$ cat src/rtl/i2c_txn_arbiter.sv
// Round-robin arbiter that shares one I2C master engine between NUM_REQ requesters.
// One register transaction in flight at a time: accept, launch, wait for done/timeout, respond.
module i2c_txn_arbiter #(
  parameter int NUM_REQ     = 2,
  parameter int TIMEOUT_CYC = 1024,
  parameter int TO_W        = 11
) (
  input  logic                 clk,
  input  logic                 rst,
  input  logic [NUM_REQ-1:0]   req_valid,
  output logic [NUM_REQ-1:0]   req_ready,
  input  logic [NUM_REQ-1:0]   req_rw,
  input  logic [7*NUM_REQ-1:0] req_dev_addr,
  input  logic [8*NUM_REQ-1:0] req_reg_addr,
  input  logic [8*NUM_REQ-1:0] req_wdata,
  output logic [NUM_REQ-1:0]   rsp_valid,
  output logic [7:0]           rsp_rdata,
  output logic [1:0]           rsp_err,
  output logic [1:0]           grant_id,
  output logic                 m_start,
  output logic                 m_rw,
  output logic [6:0]           m_dev_addr,
  output logic [7:0]           m_reg_addr,
  output logic [7:0]           m_wdata,
  output logic                 m_abort,
  input  logic                 m_done,
  input  logic                 m_nack,
  input  logic [7:0]           m_rdata
);

  typedef enum logic [1:0] {IDLE, ISSUE, WAIT, RESP} state_t;

  localparam logic [1:0] ERR_OK      = 2'b00;
  localparam logic [1:0] ERR_NACK    = 2'b01;
  localparam logic [1:0] ERR_TIMEOUT = 2'b10;

  state_t          state;
  logic [1:0]      rr_ptr;
  logic [TO_W-1:0] to_cnt;

  logic [3:0] valid_pad;
  logic [3:0] rw_pad;
  logic [6:0] dev_arr [4];
  logic [7:0] reg_arr [4];
  logic [7:0] wd_arr  [4];

  logic       win_found;
  logic [1:0] win_idx;
  logic [2:0] scan_pos;

  // Widen the per-requester buses to four lanes so a 2-bit index can select any of them.
  always_comb begin
    valid_pad = 4'(req_valid);
    rw_pad    = 4'(req_rw);
    for (int i = 0; i < 4; i++) begin
      dev_arr[i] = '0;
      reg_arr[i] = '0;
      wd_arr[i]  = '0;
    end
    for (int i = 0; i < NUM_REQ; i++) begin
      dev_arr[i] = req_dev_addr[7*i +: 7];
      reg_arr[i] = req_reg_addr[8*i +: 8];
      wd_arr[i]  = req_wdata[8*i +: 8];
    end
  end

  // NOTE: every variable written in an always_comb gets a default first, so no path infers a latch.
  always_comb begin
    win_found = 1'b0;
    win_idx   = '0;
    scan_pos  = '0;
    for (int k = 0; k < NUM_REQ; k++) begin
      scan_pos = {1'b0, rr_ptr} + 3'(k);
      if (scan_pos >= 3'(NUM_REQ)) scan_pos = scan_pos - 3'(NUM_REQ);
      if (!win_found && valid_pad[scan_pos[1:0]]) begin
        win_found = 1'b1;
        win_idx   = scan_pos[1:0];
      end
    end
  end

  // Accept is a same-cycle handshake; gating on rst keeps it quiet while reset is held.
  always_comb begin
    req_ready = '0;
    for (int i = 0; i < NUM_REQ; i++)
      req_ready[i] = rst && (state == IDLE) && win_found && (win_idx == 2'(i));
  end

  // NOTE: sequential state uses non-blocking assignments only; the pulse defaults at the top
  // are overridden later in the same block, which is well defined for <=.
  always_ff @(posedge clk or negedge rst) begin
    // NOTE: every register here, including the held address/data, is cleared by the async reset.
    if (!rst) begin
      state      <= IDLE;
      rr_ptr     <= '0;
      to_cnt     <= '0;
      grant_id   <= '0;
      m_start    <= 1'b0;
      m_abort    <= 1'b0;
      m_rw       <= 1'b0;
      m_dev_addr <= '0;
      m_reg_addr <= '0;
      m_wdata    <= '0;
      rsp_valid  <= '0;
      rsp_rdata  <= '0;
      rsp_err    <= ERR_OK;
    end else begin
      m_start   <= 1'b0;
      m_abort   <= 1'b0;
      rsp_valid <= '0;
      unique case (state)
        IDLE: begin
          if (win_found) begin
            grant_id   <= win_idx;
            rr_ptr     <= (win_idx == 2'(NUM_REQ - 1)) ? 2'd0 : win_idx + 2'd1;
            m_rw       <= rw_pad[win_idx];
            m_dev_addr <= dev_arr[win_idx];
            m_reg_addr <= reg_arr[win_idx];
            m_wdata    <= wd_arr[win_idx];
            to_cnt     <= '0;
            m_start    <= 1'b1;
            state      <= ISSUE;
          end
        end
        ISSUE: begin
          to_cnt <= to_cnt + 1'b1;
          state  <= WAIT;
        end
        WAIT: begin
          // to_cnt counts cycles since m_start; a done in the last allowed cycle beats the timeout.
          if (m_done) begin
            for (int i = 0; i < NUM_REQ; i++) rsp_valid[i] <= (grant_id == 2'(i));
            rsp_err   <= m_nack ? ERR_NACK : ERR_OK;
            rsp_rdata <= (m_rw && !m_nack) ? m_rdata : 8'h00;
            state     <= RESP;
          end else if (to_cnt == TO_W'(TIMEOUT_CYC - 2)) begin
            for (int i = 0; i < NUM_REQ; i++) rsp_valid[i] <= (grant_id == 2'(i));
            rsp_err   <= ERR_TIMEOUT;
            rsp_rdata <= 8'h00;
            m_abort   <= 1'b1;
            state     <= RESP;
          end else begin
            to_cnt <= to_cnt + 1'b1;
          end
        end
        RESP: state <= IDLE;
        default: state <= IDLE;
      endcase
    end
  end

endmodule

$ cat config.mk
export PLATFORM = sky130hd
export DESIGN_NAME = i2c_txn_arbiter
export DESIGN_NICKNAME = d
export VERILOG_FILES = /design/src/rtl/i2c_txn_arbiter.sv
export SDC_FILE = /design/constraint.sdc
export NUM_CORES = 1
export LEC_CHECK = 0
export BUFFER_PORTS_ARGS = -buffer_cell sky130_fd_sc_hd__buf_2
export CORE_MARGIN = 5
export CORE_UTILIZATION = 43
export DETAILED_ROUTE_END_ITERATION = 7
export GPL_ROUTABILITY_DRIVEN = 0
export PLACE_DENSITY = 0.79
export SYNTH_ARGS = -nofsm -noshare
export SYNTH_HDL_FRONTEND = slang
export SYNTH_SLANG_ARGS = --single-unit
$ cat constraint.sdc
create_clock -name clk -period 1.7 [get_ports clk]
set_input_delay 0.34 -clock clk [delete_from_list [all_inputs] [get_ports clk]]
set_output_delay 0.34 -clock clk [all_outputs]
set_load 0.05 [all_outputs]
# Yosys cells after proc, flatten, opt, wreduce, memory -nomap -nowiden
# Index checks and enable logic that the tools add are counted.
dict set report word_totals {
  reg_bits 55
  output_inout_bits 42
}
dict set report classes {
  eq_ne 10
  n_mux 44
  n_reduce_logical 17
  bitwise_logic 1
  n_lt_le_gt_ge 6
  add_sub_neg 5
}
# cell count
set ops {}
lappend ops {{$mux 8} 7}
lappend ops {{$mux 11} 3}
lappend ops {{$pmux 11 s3} 1}
lappend ops {{$bmux 8 s2} 2}
lappend ops {{$mux 2} 13}
lappend ops {{$bmux 7 s2} 1}
lappend ops {{$mux 7} 2}
lappend ops {{$add 11x1->11 const B} 1}
lappend ops {{$eq 11x10->1 const B} 1}
lappend ops {{$mux 1} 11}
lappend ops {{$lt 2x3->1 const B} 3}
lappend ops {{$pmux 2 s4} 1}
lappend ops {{$bmux 1 s2} 3}
lappend ops {{$eq 2x1->1 const B} 3}
lappend ops {{$logic_and 1x1->1} 6}
lappend ops {{$logic_not 2->1} 3}
lappend ops {{$ne 2x2->1 const B} 3}
lappend ops {{$reduce_and 2->1} 3}
lappend ops {{$eq 2x2->1 const B} 2}
lappend ops {{$reduce_and 4->1} 1}
lappend ops {{$sub 2x2->2 const B} 2}
lappend ops {{$add 2x1->3 const B} 1}
lappend ops {{$ge 3x2->1 const B} 1}
lappend ops {{$ge 3x3->1 const B} 1}
lappend ops {{other kinds (7)} 8}

# Longest topological paths before layout
# Gate-level depths: netlist of run 1.
dict set report depth {
  ltp_word 12
  depth_mapped 8
}

# Worst setup path after synthesis of run 1
# No wires, ideal clock.
dict set report synth_path {
  path_type {register to output}
  startpoint {register state[0]}
  endpoint {output port req_ready[0]}
  path_slack_ps -405
  t_required_ps 1360
  t_arrival_ps 1765
  stages_incl_launch_ff 8
  cell_sequence {dfrtp_1 inv_1 ha_1 o21ai_1 buf_2 a21oi_2 buf_2 and2_1}
}
dict set report synth_between {
  elab_chain_len 4
}
# item line
set synth_lines {}
lappend synth_lines {{start, declared} 37} ;# state_t state;
lappend synth_lines {{start signal, assigned} 94} ;# state <= IDLE;
lappend synth_lines {{start signal, assigned} 122} ;# state <= ISSUE;
lappend synth_lines {{start signal, assigned} 127} ;# state <= WAIT;
lappend synth_lines {{$logic_not 2->1} 86} ;# req_ready[i] = rst && (state == IDLE) && win_found && (win_idx == 2'(i));
lappend synth_lines {{$logic_and 1x1->1 (3 in series)} 86}
lappend synth_lines {{end, declared} 11} ;# output logic [NUM_REQ-1:0] req_ready,
# No other way between the ends.

# Worst setup path in the final report of run 1
dict set report layout_path {
  startpoint {register state[1]}
  endpoint {output port req_ready[0]}
}
# The elaborated chain is that of the path after synthesis.

==> results of run 1 <==
==> cells in the mapped netlist (2+ instances only) <==
cell type  instances
ha_1               6
o41ai_1            3
nor3_1             4
nand2_1            3
and2_1             6
or4_1              3
nand3_1            4
clkbuf_1           5
o21ai_1            2
a21oi_1            5
o21a_1             2
o21ai_0            6
o31ai_1           11
nor2_1             3
buf_2              7
dfrtp_1           55
nand4_1            3
a22o_1            32
inv_1              8
a21o_1            26
==> logic make-up after synthesis <==
group,synth area share (%)
compound gates,30.1
simple gates,9.35
fa+ha+maj,2.92
flops,53.6
mux,0.389
buf+inv,3.70
==> layout by cell type (no fill, tap or decap), drive strengths merged, types with 2 or more instances in the layout <==
master / n
a21o: 26
a21oi: 7
a22o: 32
and2: 6
buf: 127
clkbuf: 6
dfrtp: 55
ha: 6
inv: 8
nand2: 3
nand3: 4
nand4: 4
nor2: 3
nor3: 4
o21a: 2
o21ai: 8
o31ai: 11
o41ai: 3
or4: 4
==> through the flow <==
stage | setup TNS [ps] | hold slack [ps] | worst slack (ps)
2_1_floorplan | -104 | 44.4 | -93.0
3_3_place_gp | -46.6 | 482 | -26.4
3_5_place_dp | -1400 | 474 | -153
4_1_cts | -311 | 221 | -79.8
5_1_grt | -2360 | 220 | -181
6_report | -613 | 220 | -97.8
==> timing repair <==
item                                    in CTS  in global routing
gates cloned                                 0                  1
setup buffers                                4                  2
gates resized for setup                     22                 15
pin swaps                                   10                  5
endpoints found under the setup margin      27                 26
==> flip-flops by register name (all words and copies together) (netlist names) <==
register,flops
to_cnt,11
m_reg_addr,8
m_wdata,8
rsp_rdata,8
m_dev_addr,7
grant_id,2
rr_ptr,2
rsp_err,2
rsp_valid,2
state,2
m_abort,1
m_rw,1
m_start,1
==> critical path: cells and delay by family, from the launching register on <==
kind                     cells  cell delay (ps)
flip-flops                   1              430
buffers and inverters        2              230
AO/OA/AOI/OAI                2              200
AND/OR/NAND/NOR              1              160
adder cells (fa/ha/maj)      1              150
==> cell type report <==
cell class,instances,share of cell area [%]
Timing Repair Buffer,127,20.3
Clock inverter,2,0.348
Sequential cell,55,38.3
Multi-Input combinational cell,142,35.6
Inverter,8,0.835
Clock buffer,6,2.02
Tap cell,75,2.61
==> worst min-delay path by stage <==
stage | slack, ps | cells after the start | end | start
after floorplan | 40 | 0 | grant_id[0] | rst
after global placement | 480 | 1 | rsp_valid[1] | grant_id[1]
after detailed placement | 470 | 1 | rsp_valid[1] | grant_id[1]
after CTS | 220 | 2 | m_dev_addr[0] | req_dev_addr[0]
after global routing | 220 | 2 | m_reg_addr[1] | req_reg_addr[1]
final | 220 | 2 | m_wdata[3] | rst
==> routing by layer <==
metal,wire (um),up-vias
li1,-,1079
met1,2810,1123
met2,3510,97
met3,512,11
met4,81,0
met5,0,-
==> power by group through the flow <==
stage               Clock (mW)  Sequential [mW]  Combinational, mW
floorplan                    0             3.46               1.61
global route             0.782             2.11               4.64
global placement             0             2.05               3.93
CTS                      0.722             2.05               4.23
detailed placement           0             2.06               4.03
finish                   0.693             2.06               4.35
==> results.toml, run 1 <==
[timing]
worst_pin_slew_ps = 687
period_minus_slack_ps = 1800
skew_ps = 5.72
slew_viol_final = 0
rsz0062_at_grt = "yes"
fin_crit_sh_pct = 106
max_freq_mhz = 556
setup_viol = 11
timing.final.ws_setup_ps = -97.8
relSlewSlack_pct = 54.2
final-hold-violation-count = 0

[power_and_ir_drop]
p_sw_mw = 3.47
power_frac_comb_pct = 61.2
clockPowerShare_pct = 9.8
swShare_pct = 48.9
peakVddDrop_uv = 1210
cellPowerDensity_nw_per_um2 = 1970
seqPwrFrac_pct = 29.0
p_int_mw = 3.63
p_leak_nw = 1.91
total_power_mw = 7.10

[setup_path]
critPathMaxFanout = 3
slowest_delay_ps = 430
crit_end = "req_ready[0]"
path_cells = "inv_2 -> ha_4 -> o21ai_2 -> a21oi_4 -> and2_4 -> buf_8"
cp-end-kind = "output pin"
path_class = "reg2out"
worstPathArrival_ps = 1460
timing.rr.end = "to_cnt[7]"
slowest_stage = "dfrtp_1"
required_ps = 1360
reg2reg_slack_ps = -60
rr_worst_depth = 7
r2r-start = "state[0]"
crit_path_start = "state[1]"
startpoint_type = "flip-flop"

[cts]
postCtsHoldBufs = 0
clk_latency_ps = 300
clockBufferDepth = 2
cts_made_buffers = 5
cts.sinks = 55
clkTransAtPathRegs_ps = 90
clockRootBuffer = "clkbuf_8"
htree_levels = 2
cts_tree = "yes"

[routing]
num_vias = 2310
initialDrtViolationCount = 155
vias_per_cell = 5.57
drc = 0
wl_um = 6910
wl_per_cell_um = 16.6
drt_first_pass_iters = 4
ant_nets = 0

[floorplan]
core_um2 = 5850
rows = 28
dieArea_um2 = 7620
die_h_um = 87.3
start_util_pct = 43.9
die_w_um = 87.3
io_pins = 104

[global_routing]
grt-busiest-layer = "met2"
grt_pass1_wl_um = 11200
first_global_vias = 2422
grt_start_max_net_pins = 56
use_met1_pct = 23.3
met3_usage_pct = 3.97
grt_antenna_before_repair = 0
grtUsageTotal_pct = 18.3
grt_use_met2_pct = 31.8
overflow = 0

[layout]
n_fill_cell = 463
utilization_pct = 61.5
stdcell_count = 415
multi_input_area_um2 = 1280
final_cell_area_um2 = 3600
area_growth_pct = 39.9
seqCellArea_um2 = 1380
antenna_cells = 0
finalNetCount = 407
drive_gt1_share_pct = 51.5

[logic_synthesis]
synth_edf_count = 0
synth_area_leaders = "dfrtp_1 (54%), a22o_1 (11%), a21o_1 (7.6%)"
yosys_warnings = 0
syn_avg_cell_area_um2 = 11.8
synth_top_cell_by_area = "dfrtp_1"
ys_seq_area_share_pct = 53.6
syn_nets = 285
netlist_area_um2 = 2570
syn_inst = 217
synthArstFlopShare_pct = 100
ys_types = 43
synth_top_area_share_pct = 53.6
yosys_register_bits = 55
synthFlopType = "dfrtp_1"

[place]
placed_cells = 400
postPlaceCellArea_um2 = 3300
io_buffers = 103
dp_hpwl_um = 4860

[job]
maxCapViolCount = 0

[outcome]
violations = "setup timing"
outcome = "finished with violations"

[min_path]
hold_path_class = "in2async"
Power figures use the tool's default switching activity.
==> run 2, diff against run 1 <==
--- a/config.mk
+++ b/config.mk
@@ -8,9 +8,11 @@
 export BUFFER_PORTS_ARGS = -buffer_cell sky130_fd_sc_hd__buf_2
 export CORE_MARGIN = 5
 export CORE_UTILIZATION = 43
+export CTS_CLUSTER_DIAMETER = 120
 export DETAILED_ROUTE_END_ITERATION = 7
 export GPL_ROUTABILITY_DRIVEN = 0
 export PLACE_DENSITY = 0.79
+export RECOVER_POWER = 25
 export SYNTH_ARGS = -nofsm -noshare
 export SYNTH_HDL_FRONTEND = slang
 export SYNTH_SLANG_ARGS = --single-unit
==> results.toml, run 2 (same netlist as run 1, synthesis figures left out) <==
[outcome]
outcome = "finished with violations"
violations = "setup timing"

[floorplan]
die_w_um = 87.3
dieArea_um2 = 7620
rows = 28
die_h_um = 87.3
io_pins = 104
start_util_pct = 43.9
core_um2 = 5850

[cts]
cts_made_buffers = 5
htree_levels = 2
clk_latency_ps = 300
clockBufferDepth = 2
cts.sinks = 55
cts_tree = "yes"
clockRootBuffer = "clkbuf_8"
clkTransAtPathRegs_ps = 90
postCtsHoldBufs = 0

[timing]
skew_ps = 5.24
relSlewSlack_pct = 9.24
setup_viol = 11
slew_viol_final = 0
fin_tns_setup_ps = -569
worst_pin_slew_ps = 1360
final-hold-violation-count = 0
rsz0062_at_grt = "yes"
fin_crit_sh_pct = 106
holdWs_ps = 230
timing.final.ws_setup_ps = -96.2
period_minus_slack_ps = 1800
max_freq_mhz = 557

[global_routing]
grt_start_max_net_pins = 56
overflow = 0
first_global_vias = 2422
grt_pass1_wl_um = 11200
grt_antenna_before_repair = 0
grtUsageTotal_pct = 18.3

[place]
placed_cells = 400
io_buffers = 103
dp_hpwl_um = 4860

[layout]
stdcell_count = 415
final_cell_mix = "buf_2 (100), dfrtp_1 (55), a22o_1 (32)"
antenna_cells = 0
largest_reg_flops = 11
n_fill_cell = 464
final_common_cell = "buf_2"
utilization_pct = 61.4
area_growth_pct = 39.8
finalNetCount = 407
drive_gt1_share_pct = 51.2
top_register = "to_cnt"

[job]
maxCapViolCount = 0

[routing]
wl_um = 6940
wl_met2_um = 3500
vias_per_cell = 5.59
met3WireLength_um = 526
num_vias = 2320
ant_nets = 0
top_layer_used = "met4"
drt_first_pass_iters = 4
drc = 0
wl_per_cell_um = 16.7
wl_met1_um = 2820
initialDrtViolationCount = 177

[power_and_ir_drop]
peakVddDrop_uv = 1210
p_leak_nw = 1.91
cellPowerDensity_nw_per_um2 = 1980

[setup_path]
startpoint_type = "flip-flop"
worst-path-buf-inv = 2
slowest_stage = "dfrtp_1"
slowest_delay_ps = 430
critPathMaxFanout = 3
worstPathArrival_ps = 1460
cp-end-kind = "output pin"
path_delay_family = "flip-flops"
required_ps = 1360
path_class = "reg2out"
path_cells = "inv_2 -> ha_4 -> o21ai_2 -> a21oi_4 -> and2_4 -> buf_8"
cp.depth = 6
rr_worst_depth = 8

[min_path]
hold_path_class = "in2reg"
holdPathStages = 2
[run 2: routing by layer]
metal  GRT usage (%)  vias to the layer above
met2            31.8                       95
met3            3.97                       10
met4            4.32                        0
met5               0                        -
met1            23.3                     1135
li1                -                     1080
[run 2: layout make-up]
cell class / count / area (um^2) / area share, %
Clock buffer: 6 / 72.6 / 2.02
Clock inverter: 2 / 12.5 / 0.348
Inverter: 8 / 30.0 / 0.836
Multi-Input combinational cell: 142 / 1280 / 35.6
Sequential cell: 55 / 1380 / 38.3
Tap cell: 75 / 93.8 / 2.61
Timing Repair Buffer: 127 / 727 / 20.2
[run 2: power by group]
part           leakage [nW]  total [mW]  switching (mW)  internal, mW
combinational          1.15        4.35            2.79          1.56
clock                0.0412       0.693           0.404         0.289
sequential            0.713        2.06           0.275          1.78
total                  1.91        7.10            3.47          3.63
[run 2: path summary, 6_finish.rpt]
kind	from	endpoint	slack, ps
worst max-delay path	state[1]	req_ready[0]	-100
worst min-delay path	req_dev_addr[0]	m_dev_addr[0]	230
worst max register to register	state[0]	to_cnt[8]	-60
worst min register to register	grant_id[1]	rsp_valid[1]	500
max in group asynchronous	rst	state[0]	320
min in group asynchronous	rst	m_wdata[3]	560
[run 2: repair_timing]
action | 4_1_cts | 5_1_grt
hold endpoints to repair | 0 | 0
pin swaps | 10 | 5
gates resized for setup | 22 | 15
gates cloned | 0 | 1
endpoints found under the setup margin | 27 | 26
setup buffers | 4 | 2
[run 2: per-stage QoR]
stage | total power, mW | area [um^2] | worst slack (ps)
final | 7.10 | 3590 | -96.2
after CTS | 7.00 | 3510 | -79.8
after global routing | 7.53 | 3590 | -181
after detailed placement | 6.09 | 3300 | -153
after global placement | 5.99 | 3300 | -26.4
after floorplan | 5.07 | 2620 | -93.0
